[src/rtl/puf_seq_pkg.sv]
// ============================================================================
//  Module      : puf_seq_pkg
//  Description : Shared constants, FSM encoding and sizing helpers for the
//                PUF challenge sequencer.
//  Revision    : 1.0 - initial release
// ============================================================================
`default_nettype none

package puf_seq_pkg;

    localparam int SEG_W = 64;

    localparam int ST_W = 3;
    localparam logic [ST_W-1:0] S_IDLE    = 3'd0;
    localparam logic [ST_W-1:0] S_ARM     = 3'd1;
    localparam logic [ST_W-1:0] S_FIRE    = 3'd2;
    localparam logic [ST_W-1:0] S_SAMPLE  = 3'd3;
    localparam logic [ST_W-1:0] S_RELEASE = 3'd4;
    localparam logic [ST_W-1:0] S_DONE    = 3'd5;

    function automatic int ceil_div(input int a, input int b);
        return (a + b - 1) / b;
    endfunction

    // Index width for v entries, never narrower than one bit.
    function automatic int clog2_min1(input int v);
        return (v <= 2) ? 1 : $clog2(v);
    endfunction

endpackage

`default_nettype wire

[src/rtl/puf_sync2.sv]
// ============================================================================
//  Module      : puf_sync2
//  Description : Two-flop synchroniser for a single asynchronous bit.
//  Revision    : 1.0 - initial release
// ============================================================================
`default_nettype none

module puf_sync2 (
    input  logic clk,
    input  logic rst,
    input  logic d,
    output logic q
);

    logic r_meta;
    logic r_sync;

    always_ff @(posedge clk) begin
        if (rst) begin
            r_meta <= 1'b0;
            r_sync <= 1'b0;
        end else begin
            r_meta <= d;
            r_sync <= r_meta;
        end
    end

    assign q = r_sync;

endmodule

`default_nettype wire

[src/rtl/puf_chal_seq_ctrl.sv]
// ============================================================================
//  Module      : puf_chal_seq_ctrl
//  Description : Challenge assembly and trigger/measure sequencer for an
//                arbiter/iXOR PUF core. Define PUF_MAJ_VOTE_EN to enable
//                REPS-pass per-bit majority voting of the response.
//  Revision    : 1.0 - initial release
// ============================================================================
`default_nettype none

module puf_chal_seq_ctrl
    import puf_seq_pkg::*;
#(
    parameter int CHAL_W      = 64,
    parameter int RESP_W      = 2,
    parameter int SETTLE_CYC  = 16,
    parameter int TIMEOUT_CYC = 1024,
    parameter int REPS        = 5
) (
    input  logic                                             clk,
    input  logic                                             rst,
    input  logic                                             chal_en,
    input  logic                                             seg_wr,
    input  logic [clog2_min1(ceil_div(CHAL_W, SEG_W))-1:0]   seg_id,
    input  logic [SEG_W-1:0]                                 seg_data,
    input  logic                                             start,
    input  logic                                             puf_ready,
    input  logic [RESP_W-1:0]                                puf_resp,
    output logic [CHAL_W-1:0]                                challenge,
    output logic                                             tig_t,
    output logic                                             tig_b,
    output logic                                             busy,
    output logic                                             done,
    output logic [RESP_W-1:0]                                resp,
    output logic                                             timeout
);

    localparam int c_NSEG     = ceil_div(CHAL_W, SEG_W);
    localparam int c_SEG_ID_W = clog2_min1(c_NSEG);
    localparam int c_CNT_MAX  = (SETTLE_CYC > TIMEOUT_CYC) ? SETTLE_CYC : TIMEOUT_CYC;
    localparam int c_CNT_W    = $clog2(c_CNT_MAX + 1);
    localparam logic [c_CNT_W-1:0] c_SETTLE_LAST = c_CNT_W'(SETTLE_CYC - 1);
    localparam logic [c_CNT_W-1:0] c_TO_LAST     = c_CNT_W'(TIMEOUT_CYC - 1);

    logic [ST_W-1:0]    r_state;
    logic [ST_W-1:0]    w_stateNxt;
    logic               w_toHit;
    logic [c_CNT_W-1:0] r_cnt;
    logic [CHAL_W-1:0]  r_chal;
    logic [CHAL_W-1:0]  w_chalNxt;
    logic               w_wrEn;
    logic               w_rdyS;
    logic [RESP_W-1:0]  r_respD1;
    logic [RESP_W-1:0]  r_respD2;
    logic [RESP_W-1:0]  w_respFinal;
    logic               w_lastPass;
    logic               w_start;
    logic               r_tig;
    logic               r_busy;
    logic               r_done;
    logic [RESP_W-1:0]  r_resp;
    logic               r_timeout;
    logic               w_unused_seg;

    puf_sync2 u_rdySync (
        .clk (clk),
        .rst (rst),
        .d   (puf_ready),
        .q   (w_rdyS)
    );

    assign w_wrEn       = seg_wr && chal_en && (r_state == S_IDLE);
    assign w_start      = (r_state == S_IDLE) && (w_stateNxt == S_ARM);
    assign w_unused_seg = ^seg_data;

    // The final segment may be partial: only its low bits reach the register.
    generate
        for (genvar s = 0; s < c_NSEG; s++) begin : g_seg
            localparam int c_LO = s * SEG_W;
            localparam int c_HI = (c_LO + SEG_W > CHAL_W) ? CHAL_W - 1 : c_LO + SEG_W - 1;
            assign w_chalNxt[c_HI:c_LO] = (w_wrEn && (seg_id == c_SEG_ID_W'(s)))
                                          ? seg_data[c_HI-c_LO:0] : r_chal[c_HI:c_LO];
        end
    endgenerate

`ifdef PUF_MAJ_VOTE_EN
    localparam int c_VOTE_W = $clog2(REPS + 1);

    logic [RESP_W-1:0][c_VOTE_W-1:0] r_vote;
    logic [c_VOTE_W-1:0]             r_rep;

    always_ff @(posedge clk) begin
        if (rst || w_start) begin
            r_vote <= '0;
            r_rep  <= '0;
        end else begin
            if (r_state == S_SAMPLE) begin
                for (int i = 0; i < RESP_W; i++) begin
                    r_vote[i] <= r_vote[i] + c_VOTE_W'(r_respD2[i]);
                end
            end
            if ((r_state == S_RELEASE) && (w_stateNxt == S_ARM)) begin
                r_rep <= r_rep + c_VOTE_W'(1);
            end
        end
    end

    assign w_lastPass = (r_rep == c_VOTE_W'(REPS - 1));

    generate
        for (genvar i = 0; i < RESP_W; i++) begin : g_vote
            assign w_respFinal[i] = (r_vote[i] > c_VOTE_W'(REPS / 2));
        end
    endgenerate
`else
    localparam int c_unused_reps = REPS;

    logic [RESP_W-1:0] r_cap;

    always_ff @(posedge clk) begin
        if (rst) begin
            r_cap <= '0;
        end else if (r_state == S_SAMPLE) begin
            r_cap <= r_respD2;
        end
    end

    assign w_lastPass  = 1'b1;
    assign w_respFinal = r_cap;
`endif

    always_comb begin
        w_stateNxt = r_state;
        w_toHit    = 1'b0;
        case (r_state)
            S_IDLE:    if (start && chal_en) w_stateNxt = S_ARM;
            S_ARM:     if (r_cnt == c_SETTLE_LAST) w_stateNxt = S_FIRE;
            S_FIRE: begin
                if (w_rdyS) begin
                    w_stateNxt = S_SAMPLE;
                end else if (r_cnt == c_TO_LAST) begin
                    w_stateNxt = S_DONE;
                    w_toHit    = 1'b1;
                end
            end
            S_SAMPLE:  w_stateNxt = S_RELEASE;
            S_RELEASE: begin
                if (!w_rdyS) begin
                    w_stateNxt = w_lastPass ? S_DONE : S_ARM;
                end else if (r_cnt == c_TO_LAST) begin
                    w_stateNxt = S_DONE;
                    w_toHit    = 1'b1;
                end
            end
            S_DONE:    w_stateNxt = S_IDLE;
            default:   w_stateNxt = S_IDLE;
        endcase
        if (!chal_en) begin
            w_stateNxt = S_IDLE;
            w_toHit    = 1'b0;
        end
    end

    // Outputs are registered from the next state so the triggers never glitch.
    always_ff @(posedge clk) begin
        if (rst) begin
            r_state   <= S_IDLE;
            r_cnt     <= '0;
            r_chal    <= '0;
            r_respD1  <= '0;
            r_respD2  <= '0;
            r_tig     <= 1'b0;
            r_busy    <= 1'b0;
            r_done    <= 1'b0;
            r_resp    <= '0;
            r_timeout <= 1'b0;
        end else begin
            r_state  <= w_stateNxt;
            r_cnt    <= (w_stateNxt != r_state) ? '0 : r_cnt + c_CNT_W'(1);
            r_chal   <= chal_en ? w_chalNxt : '0;
            r_respD1 <= puf_resp;
            r_respD2 <= r_respD1;
            r_tig    <= (w_stateNxt == S_FIRE) || (w_stateNxt == S_SAMPLE);
            r_busy   <= (w_stateNxt == S_ARM) || (w_stateNxt == S_FIRE) ||
                        (w_stateNxt == S_SAMPLE) || (w_stateNxt == S_RELEASE);
            r_done   <= (w_stateNxt == S_DONE);
            if (w_start) begin
                r_timeout <= 1'b0;
            end
            if (w_toHit) begin
                r_resp    <= '0;
                r_timeout <= 1'b1;
            end else if ((r_state == S_RELEASE) && (w_stateNxt == S_DONE)) begin
                r_resp <= w_respFinal;
            end
        end
    end

    assign challenge = r_chal;
    assign tig_t     = r_tig;
    assign tig_b     = r_tig;
    assign busy      = r_busy;
    assign done      = r_done;
    assign resp      = r_resp;
    assign timeout   = r_timeout;

endmodule

`default_nettype wire

[config.mk]
export PLATFORM = sky130hd
export DESIGN_NAME = puf_chal_seq_ctrl
export DESIGN_NICKNAME = d
export VERILOG_FILES = /design/src/rtl/puf_seq_pkg.sv /design/src/rtl/puf_sync2.sv /design/src/rtl/puf_chal_seq_ctrl.sv
export SDC_FILE = /design/constraint.sdc
export NUM_CORES = 1
export LEC_CHECK = 0
export ABC_AREA = 1
export BUFFER_PORTS_ARGS = -buffer_cell sky130_fd_sc_hd__buf_2
export CAP_MARGIN = 10
export CORE_MARGIN = 2
export CORE_UTILIZATION = 50
export CTS_BUF_LIST = sky130_fd_sc_hd__clkbuf_2 sky130_fd_sc_hd__clkbuf_4 sky130_fd_sc_hd__clkbuf_8
export DETAILED_ROUTE_END_ITERATION = 10
export MAX_ROUTING_LAYER = met4
export PLACE_DENSITY_LB_ADDON = 0.3
export SYNTH_ARGS = -nofsm -noshare
export SYNTH_HDL_FRONTEND = slang
export SYNTH_SLANG_ARGS = --single-unit
[constraint.sdc]
create_clock -name clk -period 2.14 [get_ports clk]
set_input_delay 0.214 -clock clk [delete_from_list [all_inputs] [get_ports clk]]
set_output_delay 0.214 -clock clk [all_outputs]
set_load 0.02 [all_outputs]
==> results.tsv <==
metric	value	unit
postSynthCellCount	459	
route.detailed.drc	0	
postRouteWirelength	8.33	mm
irDropWorstVdd	0.000353	V
grt_pass1_wl	13.2	mm
synth_area	0.00360	mm²
crit_required	2.41	ns
hpwlAfterDp	6.13	mm
synth_adder_area_share	0.348	%
cts.sinks	92	
timing.hold.worst.class	in2reg	
critical_path_peak_fanout	11	
netlist.area_leader.share	51.2	%
min_delay_path_depth	3	
number_of_global_route_vias_before_repair	3092	
synth_top_cell_by_area	sky130_fd_sc_hd__dfxtp_1	
dieArea	0.00789	mm²
place.gp.congestion	0.809	
yosys.area_share.simple	29.6	%
cts_tree	done	
clk_pin_slew	0.09	ns
worst_clock_skew	0.00859	ns
grt_antenna_before_repair	0	
wire_per_inst	12.0	µm
root_buffer_selected_by_cts	sky130_fd_sc_hd__clkbuf_8	
rows	30	
end_of_the_worst_hold_path	r_respD1[0]	
placeableCoreArea	0.00687	mm²
bufs_on_longest_clock_path	2	
comb_power_share	8.2	%
power.density_cell_area	675	mW/mm²
synth.top_cells.by_count	161 x sky130_fd_sc_hd__nand2_1, 92 x sky130_fd_sc_hd__dfxtp_1, 67 x sky130_fd_sc_hd__a21oi_1	
most_common_cell_in_the_netlist	sky130_fd_sc_hd__nand2_1	
drt_iter0_drc	150	
areaGrowthSynthToFinish	25.7	%
largest_net_degree_at_the_start_of_global_routing	49	
regToRegStartpoint	r_cnt[0]	
rsz_0062_raised_after_global_routing	false	
groute.usage.overall	22.0	%
worst_ep_arrival_time	2.19	ns
internal_power	2.28	mW
post_drt_via_cell_ratio	4.83	
r2r_slack	0.22	ns
async_set_or_reset_register_ratio_after_synthesis	0	%
clk-insertion-delay-late	0.36	ns
num_antenna_cells	0	
yosysWarningCount	0	
initial_utilization	52.4	%
synth-xor-area-share	1.70	%
floorplan.io_pins	144	
complex_gate_fraction_of_the_synthesized_area	9.94	%
maxCapViolCount	0	
net_sw_power	773	µW
synth-seq-cells	92	
worst_setup_path_end_kind	register	
die_x	88.9	µm
hold_viol	0	
ys_types	26	
synth_area_leaders	sky130_fd_sc_hd__dfxtp_1 51%, sky130_fd_sc_hd__nand2_1 17%, sky130_fd_sc_hd__a21oi_1 9.3%	
setup_viol	0	
post_layout_net_count	668	
first_pass_iters	5	
synthMuxAreaShare	0	%
postCtsSetupBuffers	0	
postSynthAreaPerCell	7.84	µm²
die_y	88.9	µm
r2r-end	r_cnt[10]	
period_needed	1.92	ns
numCtsBuffers	9	
yosysSeqAreaShare	51.2	%
synth_edf_count	0	
grt.overflow.total	0	
power.leakage	2.06	nW
seq_power_share	57.4	%
antenna_violating_nets_post_route	0	
status	complete, no violations	
setup.worst_path.class	reg2reg	
yosys_most_used_dff	sky130_fd_sc_hd__dfxtp_1	
worst_pin_slew	0.476	ns
htree_levels	3	
layout_worst_path_cycle_share	89.7	%
synthesis.nets	533	
clock_power_share	34.4	%
slew_violations	0	
final_layout_size_suffix_gt1_share	33.1	%
cp-start-kind	register	
max_clock_freq	0.521	GHz
finalSetupTns	0	ns
ff2ff_path_depth	9	
synth_top_family_by_area	simple AND/OR/NAND/NOR gates	
worstHoldStart	puf_resp[0]	
port_buffers	143	
power.switching_fraction	25.3	%
slew_headroom	68.3	%
route.vias.total	3356	
post-layout-total-power	3.05	mW
==> sequential cells by signal, indices dropped and copies added (netlist names) <==
signal and count:
busy 1, r_cnt 11, resp 2, r_respD2 2, r_cap 2, challenge 64, r_respD1 2, tig_b 1
r_state 3, done 1, u_rdySync.q 1, timeout 1, u_rdySync.r_meta 1
==> worst max-delay path by stage <==
| stage | to | cells past startpoint | startpoint |
|---|---|---|---|
| 3_5_place_dp | r_cnt[10] | 11 | r_cnt[0] |
| 2_1_floorplan | r_cnt[6] | 11 | r_cnt[0] |
| 5_1_grt | r_cnt[10] | 9 | r_cnt[0] |
| 3_3_place_gp | r_cnt[10] | 11 | r_cnt[0] |
| 4_1_cts | r_cnt[10] | 11 | r_cnt[0] |
| 6_report | r_cnt[10] | 9 | r_cnt[0] |
==> critical path: stages, from the launching register on <==
cell and delay [ns]:
sky130_fd_sc_hd__dfxtp_1 0.37, sky130_fd_sc_hd__ha_1 0.22, sky130_fd_sc_hd__nand2_1 0.09, sky130_fd_sc_hd__nor2_2 0.18, sky130_fd_sc_hd__nand3_4 0.13, sky130_fd_sc_hd__nand3_2 0.09
sky130_fd_sc_hd__nand3_2 0.08, sky130_fd_sc_hd__nand3b_1 0.11, sky130_fd_sc_hd__nand3_2 0.30, sky130_fd_sc_hd__nor3_1 0.28
==> metrics by stage <==
stage          hold WS, ns  cell area (µm²)  std cells  setup slack (ns)  utilization, %
6_report            0.0603             4530        695             0.220            65.9
5_1_grt             0.0554             4530        695            0.0517            65.9
4_1_cts             0.0455             4520        695             0.104            65.8
3_5_place_dp         0.402             4350        679             0.114            63.3
3_3_place_gp         0.393             4350        679             0.283            63.3
2_1_floorplan        0.283             3600        459             0.549               -
==> cells by family (layout without fill, tap and decap cells) <==
family | Yosys count | count (layout)
AND/OR/NAND/NOR | 234 | 234
XOR/XNOR | 7 | 7
buffers and inverters | 54 | 194
AO/OA/AOI/OAI | 71 | 71
flip-flops | 92 | 92
adder cells (fa/ha/maj) | 1 | 1
==> layout make-up <==
| class | instances | area, µm² |
|---|---|---|
| multi-input cells | 313 | 1500 |
| flip-flops and latches | 92 | 1840 |
| well taps | 96 | 120 |
| clock buffers | 10 | 131 |
| fillers | 601 | 2340 |
| inverters | 29 | 109 |
| clock inverters | 6 | 46.3 |
| repair buffers | 149 | 773 |
==> power by group through the flow <==
stage | clock (mW) | sequential [mW] | combinational [mW]
floorplan | 0 | 1.81 | 0.126
global placement | 0 | 1.79 | 0.246
detailed placement | 0 | 1.79 | 0.250
CTS | 1.09 | 1.75 | 0.251
global route | 1.15 | 1.76 | 0.277
finish | 1.05 | 1.75 | 0.250
==> per-layer routing <==
metal | global-route usage [%] | share of wire [%] | vias to the layer above
met5 | - | 0 | -
met4 | 9.23 | 1.9 | 0
met3 | 4.29 | 6.9 | 16
met2 | 37.8 | 49 | 119
met1 | 24.8 | 42 | 1506
li1 | - | - | 1715
==> placed cells by master (no fill, tap or decap) <==
master | Yosys | layout
sky130_fd_sc_hd__a21oi_1 | 67 | 67
sky130_fd_sc_hd__buf_12 | 0 | 1
sky130_fd_sc_hd__buf_2 | 0 | 143
sky130_fd_sc_hd__buf_4 | 9 | 5
sky130_fd_sc_hd__clkbuf_4 | 0 | 1
sky130_fd_sc_hd__clkbuf_8 | 0 | 9
sky130_fd_sc_hd__clkinv_2 | 0 | 1
sky130_fd_sc_hd__clkinv_4 | 0 | 1
sky130_fd_sc_hd__clkinvlp_4 | 0 | 2
sky130_fd_sc_hd__dfxtp_1 | 92 | 92
sky130_fd_sc_hd__ha_1 | 1 | 1
sky130_fd_sc_hd__inv_1 | 24 | 24
sky130_fd_sc_hd__inv_2 | 5 | 5
sky130_fd_sc_hd__inv_6 | 0 | 2
sky130_fd_sc_hd__nand2_1 | 161 | 159
sky130_fd_sc_hd__nand2_2 | 5 | 7
sky130_fd_sc_hd__nand3_1 | 8 | 8
sky130_fd_sc_hd__nand3_2 | 4 | 4
sky130_fd_sc_hd__nand3_4 | 1 | 1
sky130_fd_sc_hd__nand3b_1 | 1 | 1
sky130_fd_sc_hd__nand4_1 | 4 | 4
sky130_fd_sc_hd__nor2_1 | 33 | 33
sky130_fd_sc_hd__nor2_2 | 1 | 1
sky130_fd_sc_hd__nor2_4 | 2 | 2
sky130_fd_sc_hd__nor3_1 | 1 | 1
sky130_fd_sc_hd__nor3_2 | 11 | 11
sky130_fd_sc_hd__nor3b_2 | 1 | 1
sky130_fd_sc_hd__nor4_4 | 1 | 1
sky130_fd_sc_hd__o21ai_0 | 3 | 3
sky130_fd_sc_hd__o21bai_1 | 1 | 1
sky130_fd_sc_hd__xnor2_1 | 2 | 2
sky130_fd_sc_hd__xor2_1 | 5 | 5
==> repair_timing <==
item / CTS / global route
hold buffers: 0 / 0
gates resized for setup: 0 / 1
endpoints found under the setup margin: 0 / 5
Power figures use the tool's default switching activity.
